[config.mk]
export PLATFORM = sky130hd
export DESIGN_NAME = instr_fetch
export DESIGN_NICKNAME = d
export VERILOG_FILES = /design/src/rtl/instr_fetch.sv
export SDC_FILE = /design/constraint.sdc
export NUM_CORES = 1
export LEC_CHECK = 0
export ABC_AREA = 1
export BUFFER_PORTS_ARGS = -buffer_cell sky130_fd_sc_hd__buf_2
export CAP_MARGIN = 20
export CORE_MARGIN = 2
export CORE_UTILIZATION = 49
export DETAILED_ROUTE_END_ITERATION = 7
export PLACE_DENSITY = 0.86
export SYNTH_ARGS = -nofsm -noshare
export SYNTH_HDL_FRONTEND = slang
export SYNTH_SLANG_ARGS = --single-unit
export TNS_END_PERCENT = 20
[constraint.sdc]
create_clock -name clk -period 2.8 [get_ports clk]
set_clock_uncertainty 0.05 [all_clocks]
set_input_delay 0.14 -clock clk [delete_from_list [all_inputs] [get_ports clk]]
set_output_delay 0.14 -clock clk [all_outputs]
set_load 0.1 [all_outputs]
[src/rtl/instr_fetch.sv]
// Instruction fetch/sequencer: fetches 8-bit instruction words, strobes the
// decode stage for one cycle per instruction, and updates the PC for
// sequential flow, conditional relative branches and halt.
module instr_fetch #(
    parameter int          PC_W     = 8,
    parameter int unsigned RESET_PC = 0
) (
    input  logic            clk,
    input  logic            rst,
    input  logic            run,
    input  logic [3:0]      flags,
    output logic            mem_req,
    output logic [PC_W-1:0] mem_addr,
    input  logic            mem_ack,
    input  logic [7:0]      mem_rdata,
    output logic [3:0]      OPcode,
    output logic [3:0]      operand,
    output logic            en,
    output logic [PC_W-1:0] pc,
    output logic            halted
);

    localparam logic [PC_W-1:0] LP_RESET_PC = PC_W'(RESET_PC);

    typedef enum logic [1:0] {
        ST_IDLE,
        ST_FETCH,
        ST_EXEC,
        ST_HALT
    } state_t;

    state_t          r_state;
    state_t          w_state_nxt;
    logic [PC_W-1:0] r_pc;
    logic [PC_W-1:0] w_pc_nxt;
    logic [7:0]      r_ir;
    logic            w_ir_load;
    logic            w_take;
    logic [PC_W-1:0] w_imm_sext;

    // flags are {N,Z,C,V}; opcode bits [2:0] select the branch condition
    always_comb begin
        w_take = 1'b0;
        case (r_ir[6:4])
            3'b000:  w_take = 1'b1;
            3'b001:  w_take = flags[2];
            3'b010:  w_take = ~flags[2];
            3'b011:  w_take = flags[3];
            3'b100:  w_take = ~flags[3];
            3'b101:  w_take = flags[1];
            3'b110:  w_take = flags[0];
            default: w_take = 1'b0;
        endcase
    end

    assign w_imm_sext = PC_W'($signed(r_ir[3:0]));

    // next state, next PC and IR capture enable
    always_comb begin
        w_state_nxt = r_state;
        w_pc_nxt    = r_pc;
        w_ir_load   = 1'b0;
        case (r_state)
            ST_IDLE: begin
                if (run) begin
                    w_state_nxt = ST_FETCH;
                end
            end
            ST_FETCH: begin
                if (mem_ack) begin
                    w_ir_load   = 1'b1;
                    w_state_nxt = ST_EXEC;
                end
            end
            ST_EXEC: begin
                if (r_ir[7:4] == 4'hF) begin
                    w_state_nxt = ST_HALT;
                end else begin
                    w_state_nxt = ST_FETCH;
                    if (r_ir[7] && w_take) begin
                        w_pc_nxt = r_pc + w_imm_sext;
                    end else begin
                        w_pc_nxt = r_pc + PC_W'(1);
                    end
                end
            end
            ST_HALT: begin
                w_state_nxt = ST_HALT;
            end
            default: begin
                w_state_nxt = ST_IDLE;
            end
        endcase
    end

    // state, PC and IR registers; reset wins over any coincident ack
    always_ff @(posedge clk or posedge rst) begin
        if (rst) begin
            r_state <= ST_IDLE;
            r_pc    <= LP_RESET_PC;
            r_ir    <= '0;
        end else begin
            r_state <= w_state_nxt;
            r_pc    <= w_pc_nxt;
            if (w_ir_load) begin
                r_ir <= mem_rdata;
            end
        end
    end

    assign mem_req  = (r_state == ST_FETCH);
    assign mem_addr = r_pc;
    assign en       = (r_state == ST_EXEC);
    assign halted   = (r_state == ST_HALT);
    assign pc       = r_pc;
    assign OPcode   = r_ir[7:4];
    assign operand  = r_ir[3:0];

endmodule

**Word-level counts from Yosys, hierarchy flattened**

Index checks and enable logic that the tools add are counted.
W data, S select, Z words.

- Equality and inequality tests: 12
- Bitwise operators: 3
- Reduce and logical (&&, ||, !) cells: 5
- Add/sub/neg operators: 2
- Mux-type cells: 8

Operator list:

| cell | count |
|---|---|
| $eq A3 B3 Y1 const B | 3 |
| $add A8 B1 Y8 const B | 1 |
| $add A8 B8 Y8 | 1 |
| $mux W8 | 1 |
| $pmux W2 S4 | 1 |
| $pmux W1 S7 | 1 |
| $eq A3 B2 Y1 const B | 2 |
| $mux W2 | 3 |
| $eq A2 B2 Y1 const B | 2 |
| $eq A4 B4 Y1 const B | 1 |
| $reduce_and A2 Y1 | 2 |
| $eq A3 B1 Y1 const B | 1 |
| $logic_not A3 Y1 | 1 |
| $not A1 Y1 | 3 |
| $eq A2 B1 Y1 const B | 1 |
| $logic_not A2 Y1 | 1 |
| $mux W1 | 2 |
| $ne A2 B1 Y1 const B | 1 |
| $ne A2 B2 Y1 const B | 1 |
| $logic_and A1 B1 Y1 | 1 |

- Bits in registers: 18
- Word-level logic and storage cells: 33

**Longest topological paths before layout**

Gate-level depths: netlist of run 1.

- Depth after elaboration: 4
- Depth in mapped cells: 21
- Mapped depth without buffers: 21

**Least setup slack after synthesis of run 1**

OpenSTA, ideal clock, no wires.

- Path kind: register to register
- From: register r_ir[5]
- To: register r_pc[6] (netlist: mem_addr[6])
- Setup slack: -121 ps
- Library setup time: 120 ps
- Arrival time: 2751 ps
- Path buffers: 0
- Data required time: 2630 ps
- Stages on the path, launching flop included: 19
- Path through: dfrtp_1 > inv_2 > nand3_1 > nand2_1 > inv_1 > nand2_2 > nand2_1 > or2_2 > ha_1 > inv_1 > fa_1 > o21bai_1 > nand2_1 > nand2_1 > nand3b_1 > nand2_1 > nand2_1 > nand3_1 > nand2_1

- Cells in the longest elaborated chain, start to end: 4
- Elaborated cells on any way between the ends: 13
- Classes of those cells: eq/ne: 7; mux: 2; bitwise: 1; reduce/logical: 3

Ends and longest elaborated chain:

| element | line | source |
|---|---|---|
| start, declared | 36 | `logic [7:0] r_ir;` |
| start signal, assigned | 106 | `r_ir <= mem_rdata;` |
| $eq A3 B3 Y1, or another cell as far along | 44 | `case (r_ir[6:4])` |
| $pmux W1 S7 | 44 |  |
| $logic_and A1 B1 Y1 | 80 | `if (r_ir[7] && w_take) begin` |
| $mux W8 | 80 |  |
| end signal, assigned | 104 | `r_pc <= w_pc_nxt;` |
| end, declared | 34 | `logic [PC_W-1:0] r_pc;` |

Several ways; a longest one is shown, not always the timed one.
A chain may end at the register's enable or synchronous reset.

**Final worst setup path of run 1**

- From: register r_ir[4]
- To: register r_pc[6] (netlist: mem_addr[6])

The elaborated chain is that of the path after synthesis.

==> impl_metrics.tcl, run 1 <==
set metrics [dict create \
    max_slew.worst_pin.slew_ns 0.712 \
    grt.total_usage_pct 21.0 \
    layout_commonest_cell "buf_2" \
    core_um2 2250 \
    synth_area_leaders "dfrtp_1 38%, nand2_1 11%, inv_1 8.1%, buf_4 5.0%, a21oi_1 3.8%" \
    path_clk_slew_ns 0.11 \
    mostFrequentLayoutCells "42 x buf_2, 35 x nand2_1, 26 x inv_1" \
    start_kind "flop" \
    endpoint_kind "flop" \
    start_util_pct 53.2 \
    synth_area_leader_cell "dfrtp_1" \
    hp-class "in -> reg" \
    synth_top_area_share_pct 37.5 \
    area_growth_pct 20.1 \
    drtIter0Drc 26 \
    port_buffers 42 \
    syn_avg_cell_area_um2 7.64 \
    cts_buffer_depth 2 \
    cts_tree "built" \
    row_count 17 \
    cp.arrival_ns 2.61 \
    first_global_vias 1034 \
    post-cts-setup-buffers 0 \
    n_antenna_cell 0 \
    cts_resized 0 \
    cp_slowest_cell "dfrtp_2" \
    path_cells "inv_2 -> nor2_1 -> nor2_1 -> nor2_2 -> nor2_4 -> nand2_1 -> or2_2 -> ha_1 -> inv_1 -> fa_1 -> o21bai_1 -> nand2_1 -> nand2_1 -> nand3b_1 -> nand3_1 -> nand3_1 -> nand2_1" \
    required_ns 2.94 \
    setup_ws_ns 0.333 \
    vias 1121 \
    grt-busiest-layer "met2" \
    hold_buffers 2 \
    clk_latency_ns 0.29 \
    tns_ns 0 \
    use_met2_pct 36.0 \
    dp_hpwl_um 2050 \
    drive_above_1_share_pct 33.2 \
    finalMaxSlewViolations 0 \
    timing.fmax_mhz 405 \
    place_ws_ns 0.351 \
    finalCriticalPeriod_ns 2.47 \
    finalCritPeriodShare_pct 88.1 \
    ant_nets 0 \
    grt_overflow 0 \
    drt-total-wl_um 2660 \
    crit_top_cell "nand2_1" \
    crit_path_max_incr_delay_ns 0.44 \
    routed_via_density 5.00 \
    hold_violations 0 \
    clock_sinks 18 \
    drc_errors 0 \
    cts_root_buffer "clkbuf_4" \
    die_h_um 53.5 \
    grt_start_max_net_pins 19 \
    syn_inst 157 \
    synthesis.area_um2 1200 \
    use_met1_pct 26.8 \
    dieWidth_um 53.5 \
    dieArea_um2 2860 \
    grt_antenna_before_repair 0 \
    nNetsFinal 217 \
    gp_congestion 0.876 \
    io_pins 43 \
    synth-seq-area-share_pct 37.5 \
    wl_per_cell_um 11.9 \
    synthDistinctLibCells 28 \
    yosysWarnings 0 \
    max_slew_margin_pct 52.5 \
    ctsHtreeMaxLevel 1 \
    dr.pass1.iters 4 \
    maxCapViolCount 0 \
    critPathMaxFanout 6 \
    status "finished, final reports clean" \
    syn_nets 177 \
    setup_viol 0 \
    path_class "reg -> reg" \
    cts_buffers 3 \
    grt_pass1_wl_um 4330 \
    global_route.usage.met3_pct 3.39 \
    grt_setup_unrepaired "false" \
    ys_seq_elements 18 \
]
==> per-stage QoR <==
step | hold WS [ns] | instance area, um^2 | instances | utilization [%]
detailed placement | 0.239 | 1390 | 218 | 61.4
finish | 0.0224 | 1440 | 224 | 63.9
CTS | 0.0207 | 1440 | 224 | 63.9
global placement | 0.222 | 1390 | 218 | 61.4
floorplan | 0.0284 | 1200 | 157 | -
global route | 0.00746 | 1440 | 224 | 63.9
==> sequential cells by signal (all words and copies together), names as in the netlist <==
signal    count
r_ir          8
mem_addr      8
r_state       2
==> worst paths after layout <==
kind / start / end / slack [ns] / cells past startpoint
min reg2reg: r_ir[0] / r_ir[0] / 0.49 / 1
max in group asynchronous: rst / r_ir[6] / 1.76 / 3
max reg2reg: r_ir[4] / mem_addr[6] / 0.33 / 17
min in group asynchronous: rst / r_ir[3] / 0.44 / 3
min: mem_rdata[0] / r_ir[0] / 0.02 / 2
max: r_ir[4] / mem_addr[6] / 0.33 / 17
==> cell usage after synthesis, drive strengths merged <==
master  instances
nand4           4
o21bai          2
o22ai           1
or2             1
and2            1
fa              1
a21oi           9
nand3b          1
nor2           15
nand3          10
nand2          40
nor4            1
inv            28
xor2            3
ha              3
buf             8
mux2            3
dfrtp          18
o31ai           1
clkbuf          1
o41ai           1
o21ai           5
==> cell families (layout without fill, tap and decap cells) <==
logic type	count (synthesis)	count (layout)	share of synthesized area, %
buffers and inverters	37	76	14.1
muxes	3	3	2.82
DFF	18	18	37.5
AOI/OAI and AO/OA	19	19	8.97
and+or+nand+nor	73	73	29.6
xor gates and xnor gates	3	3	2.19
adders and majority gates	4	4	4.80
==> layout make-up <==
cell class	instances	area, um^2
fillers	206	813
repair buffers	44	230
inverters	28	105
clock buffers	4	36.3
flip-flops and latches	18	454
well taps	28	35.0
multi-input cells	102	581
==> per-layer routing <==
| metal | share of wire (%) | vias to the layer above |
|---|---|---|
| li1 | - | 566 |
| met1 | 45 | 509 |
| met2 | 49 | 44 |
| met3 | 6.2 | 2 |
| met4 | 0.45 | 0 |
| met5 | 0 | - |
==> worst max-delay path: cells and delay by family (launching register included) <==
kind                       cells  cell delay (ns)
AOI/OAI and AO/OA              1             0.09
adders and majority gates      2             0.40
and+or+nand+nor               12             1.24
DFF                            1             0.44
buffers and inverters          2             0.15
Power of run 1 is left out: the tool's default activity adds up to more than one toggle a clock period on the data nets, which glitch-free logic cannot reach.
==> run 2: changes to the inputs <==
Settings changed: CORE_ASPECT_RATIO set to 1.4.
==> impl_metrics.tcl, run 2 (synthesis results as in run 1) <==
set metrics [dict create \
    status "finished, final reports clean" \
    dieWidth_um 45.8 \
    crit_top_cell "nand2_1" \
    post-cts-setup-buffers 0 \
    setup_viol 0 \
    finalMaxSlewViolations 0 \
    start_util_pct 50.7 \
    cp_slowest_cell "dfrtp_2" \
    finalCritPeriodShare_pct 86.6 \
    port_buffers 42 \
    grt_antenna_before_repair 0 \
    cp.arrival_ns 2.58 \
    finalCriticalPeriod_ns 2.43 \
    crit_path_max_incr_delay_ns 0.44 \
    drtIter0Drc 14 \
    clock_sinks 18 \
    timing.fmax_mhz 412 \
    start_kind "flop" \
    tns_ns 0 \
    layout_commonest_cell "buf_2" \
    vias 1122 \
    multiInputGateArea_um2 581 \
    max_slew_margin_pct 53.6 \
    final-seq-area_um2 454 \
    wl_per_cell_um 11.2 \
    path_cells "inv_2 -> nor2_1 -> nor2_1 -> nor2_2 -> nor2_4 -> nand2_1 -> or2_2 -> ha_1 -> inv_1 -> fa_1 -> o21bai_1 -> nand2_1 -> nand2_1 -> nand3b_1 -> nand3_1 -> nand3_1 -> nand2_1" \
    first_global_vias 1006 \
    grt_overflow 0 \
    drc_errors 0 \
    path_clk_slew_ns 0.11 \
    grt_start_max_net_pins 19 \
    cts_buffer_depth 2 \
    dr.pass1.iters 4 \
    endpoint_kind "flop" \
    ant_nets 0 \
    hold_violations 0 \
    grt_setup_unrepaired "false" \
    dp_hpwl_um 1900 \
    cts_tree "built" \
    cts_buffers 3 \
    mostFrequentLayoutCells "42 x buf_2, 35 x nand2_1, 26 x inv_1" \
    row_count 21 \
    nNetsFinal 217 \
    critPathMaxFanout 6 \
    cts_root_buffer "clkbuf_4" \
    path_class "reg -> reg" \
    grt.total_usage_pct 19.1 \
    gp_congestion 0.913 \
    ctsHtreeMaxLevel 1 \
    clk_latency_ns 0.30 \
    drive_above_1_share_pct 32.7 \
    io_pins 43 \
    hp-class "in -> reg" \
    grt_pass1_wl_um 4170 \
    routed_via_density 5.12 \
    n_antenna_cell 0 \
    cts_resized 0 \
    dieArea_um2 2870 \
    die_h_um 62.6 \
    area_growth_pct 18.8 \
    maxCapViolCount 0 \
    core_um2 2360 \
    drt-total-wl_um 2460 \
    max_slew.worst_pin.slew_ns 0.695 \
    required_ns 2.96 \
    fillers 235 \
]
run 2: cell counts in the layout (fill, tap and decap cells not counted):
Identical to the previous run, type by type.
run 2: timing repair:
item,CTS,global route
endpoints found under the setup margin,0,0
hold buffers,2,0
endpoints found under the hold margin,19,0
run 2: area by class of cell:
class | instances | area share (%)
flip-flops and latches | 18 | 31.9
multi-input cells | 102 | 40.7
repair buffers | 44 | 16.2
inverters | 28 | 7.37
clock buffers | 4 | 1.84
well taps | 23 | 2.02
run 2: final timing paths:
path	start	end	slack [ns]	depth (start not counted)
worst max-delay path	r_ir[4]	mem_addr[6]	0.37	17
worst min-delay path	mem_rdata[3]	r_ir[3]	0.02	2
worst min register to register	r_ir[1]	r_ir[1]	0.50	1
min in group asynchronous	rst	r_state[1]	0.43	3
max in group asynchronous	rst	r_ir[4]	1.80	3
worst max register to register	r_ir[4]	mem_addr[6]	0.37	17
run 2: critical path, delay by kind of cell (launching register included):
family	cells	cell delay, ns
flip-flops	1	0.44
adder cells (fa/ha/maj)	2	0.39
AO/OA/AOI/OAI	1	0.08
AND/OR/NAND/NOR	12	1.21
buffers and inverters	2	0.16
run 2: routing by layer:
layer	wire length, um	GRT usage (%)	vias up	part of all wire (%)
met4	55	9.29	0	2.2
li1	-	-	565	-
met5	0	0	-	0
met2	1340	31.0	30	54
met3	90	1.73	6	3.7
met1	970	24.5	521	40
run 2: stage by stage:
stage / hold slack, ns / cell area (um^2) / std cells / setup WS [ns] / utilization, %
6_report: 0.0184 / 1430 / 219 / 0.374 / 60.3
5_1_grt: 0.0140 / 1430 / 219 / 0.0793 / 60.3
4_1_cts: 0.0132 / 1430 / 219 / 0.371 / 60.3
3_5_place_dp: 0.235 / 1380 / 213 / 0.388 / 58.3
3_3_place_gp: 0.231 / 1380 / 213 / 0.443 / 58.3
2_1_floorplan: 0.0284 / 1200 / 157 / 0.00147 / -
Power of run 2 is left out for the same reason.
